[config.mk]
export PLATFORM = sky130hd
export DESIGN_NAME = hazard_ctrl
export DESIGN_NICKNAME = d
export VERILOG_FILES = /design/src/rtl/rvp_pkg.sv /design/src/rtl/haz_shadow_pipe.sv /design/src/rtl/hazard_ctrl.sv
export SDC_FILE = /design/constraint.sdc
export NUM_CORES = 1
export LEC_CHECK = 0
export CAP_MARGIN = 40
export CORE_ASPECT_RATIO = 1.1
export CORE_UTILIZATION = 35
export CTS_CLUSTER_DIAMETER = 50
export DETAILED_ROUTE_END_ITERATION = 16
export PLACE_DENSITY_LB_ADDON = 0.15
export SYNTH_ARGS = -nofsm -noshare
export SYNTH_HDL_FRONTEND = slang
export SYNTH_HIERARCHICAL = 1
export SYNTH_SLANG_ARGS = --single-unit
[constraint.sdc]
create_clock -name clk -period 3.7 [get_ports clk]
set_input_delay 0.74 -clock clk [delete_from_list [all_inputs] [get_ports clk]]
set_output_delay 0.74 -clock clk [all_outputs]
set_load 0.1 [all_outputs]
[src/rtl/rvp_pkg.sv]
// Shared hazard-unit types and constants for the 5-stage rvp core.
// Register-usage tags, forwarding selects and the producer/consumer match rule.
package rvp_pkg;

    // Widest register index the shadow tags can carry. XREG_W must not exceed it.
    localparam int TAG_RW = 5;

    localparam logic [1:0] FWD_RF   = 2'b00;
    localparam logic [1:0] FWD_M    = 2'b10;
    localparam logic [1:0] FWD_W    = 2'b01;
    localparam logic [1:0] RES_LOAD = 2'b01;

    typedef logic [TAG_RW-1:0] tag_reg_t;

    typedef struct packed {
        tag_reg_t rs1;
        tag_reg_t rs2;
        tag_reg_t rd;
        logic     rw;
        logic     ld;
        logic     mem;
    } haz_tag_t;

    typedef struct packed {
        tag_reg_t rd;
        logic     rw;
        logic     mem;
    } haz_mtag_t;

    typedef struct packed {
        tag_reg_t rd;
        logic     rw;
    } haz_wtag_t;

    localparam haz_tag_t TAG_BUBBLE = '0;

    // x0 is never a producer, so it can neither stall nor forward.
    function automatic logic reg_match(input tag_reg_t prod_rd, input logic prod_rw,
                                       input tag_reg_t src);
        return prod_rw && (prod_rd != '0) && (prod_rd == src);
    endfunction

    function automatic logic [1:0] fwd_sel(input tag_reg_t src,
                                           input tag_reg_t m_rd, input logic m_rw,
                                           input tag_reg_t w_rd, input logic w_rw);
        if (reg_match(m_rd, m_rw, src)) return FWD_M;
        if (reg_match(w_rd, w_rw, src)) return FWD_W;
        return FWD_RF;
    endfunction

endpackage

[src/rtl/haz_shadow_pipe.sv]
// E/M/W register-usage tags tracking the real pipeline registers.
// Freeze holds every stage; a killed E slot loads a bubble.
module haz_shadow_pipe
    import rvp_pkg::*;
(
    input  logic      clk,
    input  logic      rst_n,
    input  logic      i_freeze,
    input  logic      i_kill_e,
    input  haz_tag_t  i_tag_d,
    output haz_tag_t  o_e,
    output haz_mtag_t o_m,
    output haz_wtag_t o_w
);

    haz_tag_t  r_e;
    haz_mtag_t r_m;
    haz_wtag_t r_w;

    always_ff @(posedge clk or negedge rst_n) begin
        if (!rst_n) begin
            r_e <= TAG_BUBBLE;
            r_m <= '0;
            r_w <= '0;
        end else if (!i_freeze) begin
            r_e     <= i_kill_e ? TAG_BUBBLE : i_tag_d;
            r_m.rd  <= r_e.rd;
            r_m.rw  <= r_e.rw;
            r_m.mem <= r_e.mem;
            r_w.rd  <= r_m.rd;
            r_w.rw  <= r_m.rw;
        end
    end

    assign o_e = r_e;
    assign o_m = r_m;
    assign o_w = r_w;

endmodule

[src/rtl/hazard_ctrl.sv]
// Hazard controller: stall/flush/freeze sequencing and EX operand forwarding.
// Define HAZARD_FORWARD_EN for M/W forwarding; otherwise RAW hazards stall until the producer reaches W.
module hazard_ctrl
    import rvp_pkg::*;
#(
    parameter int XREG_W = 5
)(
    input  logic              clk,
    input  logic              rst_n,
    input  logic              valid_d,
    input  logic [XREG_W-1:0] rs1_d,
    input  logic [XREG_W-1:0] rs2_d,
    input  logic [XREG_W-1:0] rd_d,
    input  logic              reg_write_d,
    input  logic [1:0]        result_src_d,
    input  logic              mem_write_d,
    input  logic              pc_src_e,
    input  logic              dmem_ready,
    output logic              stall_f,
    output logic              stall_d,
    output logic              flush_d,
    output logic              flush_e,
    output logic              freeze,
    output logic [1:0]        fwd_a_e,
    output logic [1:0]        fwd_b_e
);

    haz_tag_t  w_tag_d;
    haz_tag_t  w_e;
    haz_mtag_t w_m;
    haz_wtag_t w_w;
    tag_reg_t  w_rs1_d;
    tag_reg_t  w_rs2_d;
    logic      w_kill_e;
    logic      w_mem_wait;
    logic      w_raw;

    assign w_rs1_d = tag_reg_t'(rs1_d);
    assign w_rs2_d = tag_reg_t'(rs2_d);

    // Loads also occupy the data memory, so they count as memory ops for the wait.
    always_comb begin
        w_tag_d     = TAG_BUBBLE;
        w_tag_d.rs1 = w_rs1_d;
        w_tag_d.rs2 = w_rs2_d;
        w_tag_d.rd  = tag_reg_t'(rd_d);
        w_tag_d.rw  = reg_write_d;
        w_tag_d.ld  = (result_src_d == RES_LOAD);
        w_tag_d.mem = (result_src_d == RES_LOAD) | mem_write_d;
    end

    assign w_kill_e = flush_e | ~valid_d;

    haz_shadow_pipe u_shadow (
        .clk      (clk),
        .rst_n    (rst_n),
        .i_freeze (freeze),
        .i_kill_e (w_kill_e),
        .i_tag_d  (w_tag_d),
        .o_e      (w_e),
        .o_m      (w_m),
        .o_w      (w_w)
    );

    assign w_mem_wait = w_m.mem & ~dmem_ready;

`ifdef HAZARD_FORWARD_EN
    assign w_raw = valid_d & w_e.ld &
                   (reg_match(w_e.rd, w_e.rw, w_rs1_d) | reg_match(w_e.rd, w_e.rw, w_rs2_d));

    assign fwd_a_e = fwd_sel(w_e.rs1, w_m.rd, w_m.rw, w_w.rd, w_w.rw);
    assign fwd_b_e = fwd_sel(w_e.rs2, w_m.rd, w_m.rw, w_w.rd, w_w.rw);
`else
    // No bypass: hold D while its source is still in E or M; W is covered by the regfile write-first.
    assign w_raw = valid_d &
                   (reg_match(w_e.rd, w_e.rw, w_rs1_d) | reg_match(w_e.rd, w_e.rw, w_rs2_d) |
                    reg_match(w_m.rd, w_m.rw, w_rs1_d) | reg_match(w_m.rd, w_m.rw, w_rs2_d));

    assign fwd_a_e = FWD_RF;
    assign fwd_b_e = FWD_RF;
`endif

    // Freeze > redirect > RAW stall; a frozen EX keeps pc_src_e so the redirect replays.
    always_comb begin
        stall_f = 1'b0;
        stall_d = 1'b0;
        flush_d = 1'b0;
        flush_e = 1'b0;
        freeze  = 1'b0;
        if (w_mem_wait) begin
            freeze  = 1'b1;
            stall_f = 1'b1;
            stall_d = 1'b1;
        end else if (pc_src_e) begin
            flush_d = 1'b1;
            flush_e = 1'b1;
        end else if (w_raw) begin
            stall_f = 1'b1;
            stall_d = 1'b1;
            flush_e = 1'b1;
        end
    end

    // Not every tag field is consumed in every build.
    logic w_unused_tags;
    assign w_unused_tags = ^{w_e, w_m, w_w};

endmodule
==> impl_metrics.env <==
export IMPL_dieArea_um2=2930
export IMPL_cellPowerDensity_nw_per_um2=341
export IMPL_cp_num_buf_inv=2
export IMPL_dr_pass1_iters=4
export IMPL_start_util_pct=37.4
export IMPL_fin_crit_sh_pct=86.1
export IMPL_port_buffers=28
export IMPL_setup_ws_ns=0.516
export IMPL_crit_path_end_kind="output port"
export IMPL_cts_tree="built"
export IMPL_relSlewSlack_pct=58.3
export IMPL_grt_first_pass_wirelength_um=3060
export IMPL_top_layer="met4"
export IMPL_wl_met2_um=940
export IMPL_cts_sinks=14
export IMPL_gp_congestion=0.753
export IMPL_cp_cell_sequence="clkdlybuf4s50_1, xor2_1, nor3_1, a22oi_1, o22a_2, o21ai_2, buf_12"
export IMPL_wl_met3_um=57
export IMPL_fin_nets=150
export IMPL_leakage_uw=0.000585
export IMPL_start_kind="primary input"
export IMPL_vias_per_cell=4.63
export IMPL_dpl_hpwl_um=1540
export IMPL_status="finished, final reports clean"
export IMPL_peakVddDrop_mv=0.217
export IMPL_required_ns=2.96
export IMPL_crit_family="buffers and inverters"
export IMPL_vias=722
export IMPL_core_area_um2=2540
export IMPL_area_delta_synth_final_pct=34.5
export IMPL_stdcell_count=156
export IMPL_cts_setup_buffers=0
export IMPL_cp_data_arrival_time_ns=2.44
export IMPL_diodes=0
export IMPL_maxSlewViolCount=0
export IMPL_grt_antenna_before_repair=0
export IMPL_postCtsHoldBufs=0
export IMPL_crit_type="in2out"
export IMPL_grt_pass1_vias=727
export IMPL_slowest_delay_ns=0.45
export IMPL_syn_avg_cell_area_um2=9.51
export IMPL_hp_class="reg2reg"
export IMPL_yosys_warnings=6
export IMPL_hold_viol=0
export IMPL_critPathSlowestCell="clkdlybuf4s50_1"
export IMPL_drc=0
export IMPL_setup_viol=0
export IMPL_post_cts_resized=0
export IMPL_rsz0062_at_grt="no"
export IMPL_clkSlewWorstSetupHoldPaths_ns=0.08
export IMPL_numCtsBuffers=3
export IMPL_grt_max_degree=23
export IMPL_grt_ovfl_total=0
export IMPL_skew_ns=0.00619
export IMPL_drt_wirelength_per_cell_um=12.4
export IMPL_htreeDepth=1
export IMPL_period_needed_ns=3.18
export IMPL_placed_cells=152
export IMPL_die_height_um=56.7
export IMPL_drive_above_1_share_pct=16.0
export IMPL_grt_total_usage_pct=14.1
export IMPL_routed_wl_um=1930
export IMPL_ios=33
export IMPL_pre_cts_ws_ns=0.506
export IMPL_synth_area_um2=951
export IMPL_first_iter_violations=8
export IMPL_final_antenna_net_count=0
export IMPL_clk_latency_ns=0.28
export IMPL_cts_root_buf="clkbuf_4"
export IMPL_die_w_um=51.7
export IMPL_met1_length_um=907
export IMPL_max_freq_mhz=314
export IMPL_syn_inst=100
export IMPL_tightest_slew_ns=0.624
export IMPL_rows=19
export IMPL_clk_path_buf_depth=2
export IMPL_cp_max_fo=3
export IMPL_fin_tns_setup_ns=0
export IMPL_final_util_pct=50.3
export IMPL_maxCapViolCount=0
[tightest hold or removal path: cells and delay by family, from the launching register on]
kind | cells | cell delay (ns)
AO/OA/AOI/OAI | 1 | 0.06
flip-flops | 1 | 0.34
AND/OR/NAND/NOR | 1 | 0.05
[per-layer routing]
metal  up-vias  global-route usage [%]
met5         -                       0
met4         0                    6.95
met3         4                    1.63
met2        25                    23.0
met1       324                    18.1
li1        369                       -
[cells in the final DEF, fill, tap and decap left out, drive strengths merged]
master and count:
nor3 4, o22a 1, inv 1, conb 4
nor2 4, xor2 20, o21ai 10, dfrtp 14
clkdlybuf4s50 23, clkbuf 4, mux2 7, or4 2
a22oi 3, nand2b 9, o21bai 1, nand2 8
or2 1, nor2b 2, and2 1, buf 6
[through the flow]
stage	hold slack [ns]	cell area [µm²]	total power, µW
detailed placement	0.479	1240	332
floorplan	0.444	966	282
CTS	0.498	1280	443
finish	0.490	1280	436
global route	0.533	1280	458
global placement	0.475	1240	330
[sequential cells by signal (all words and copies together) (netlist names)]
signal,cells
u_shadow/o_e,7
u_shadow/o_m,7
[area by class of cell]
class / instances / area (µm²)
flip-flops and latches: 14 / 350
repair buffers: 29 / 325
multi-input cells: 77 / 524
well taps: 31 / 38.8
fillers: 253 / 1260
clock buffers: 4 / 36.3
inverters: 1 / 3.75
[final timing paths]
kind / start / to / slack (ns) / cells past startpoint
setup / recovery: rs1_d[1] / stall_f / 0.52 / 7
hold / removal: u_shadow/o_e[0]$_DFFE_PN0N_ / u_shadow/o_e[0]$_DFFE_PN0N_ / 0.49 / 2
setup reg to reg: u_shadow/o_e[5]$_DFFE_PN0N_ / u_shadow/o_e[0]$_DFFE_PN0N_ / 1.77 / 7
hold reg to reg: u_shadow/o_e[0]$_DFFE_PN0N_ / u_shadow/o_e[0]$_DFFE_PN0N_ / 0.49 / 2
max in group asynchronous: rst_n / u_shadow/o_e[3]$_DFFE_PN0N_ / 2.45 / 1
min in group asynchronous: rst_n / u_shadow/o_m[5]$_DFFE_PN0N_ / 0.84 / 1
[report_power, final]
group	total [µW]	internal [µW]	switching [µW]
Clock	109	59.9	49.1
Combinational	149	63.8	85.4
Sequential	178	165	13.7
Note: power is estimated with default switching activity, not from simulation.
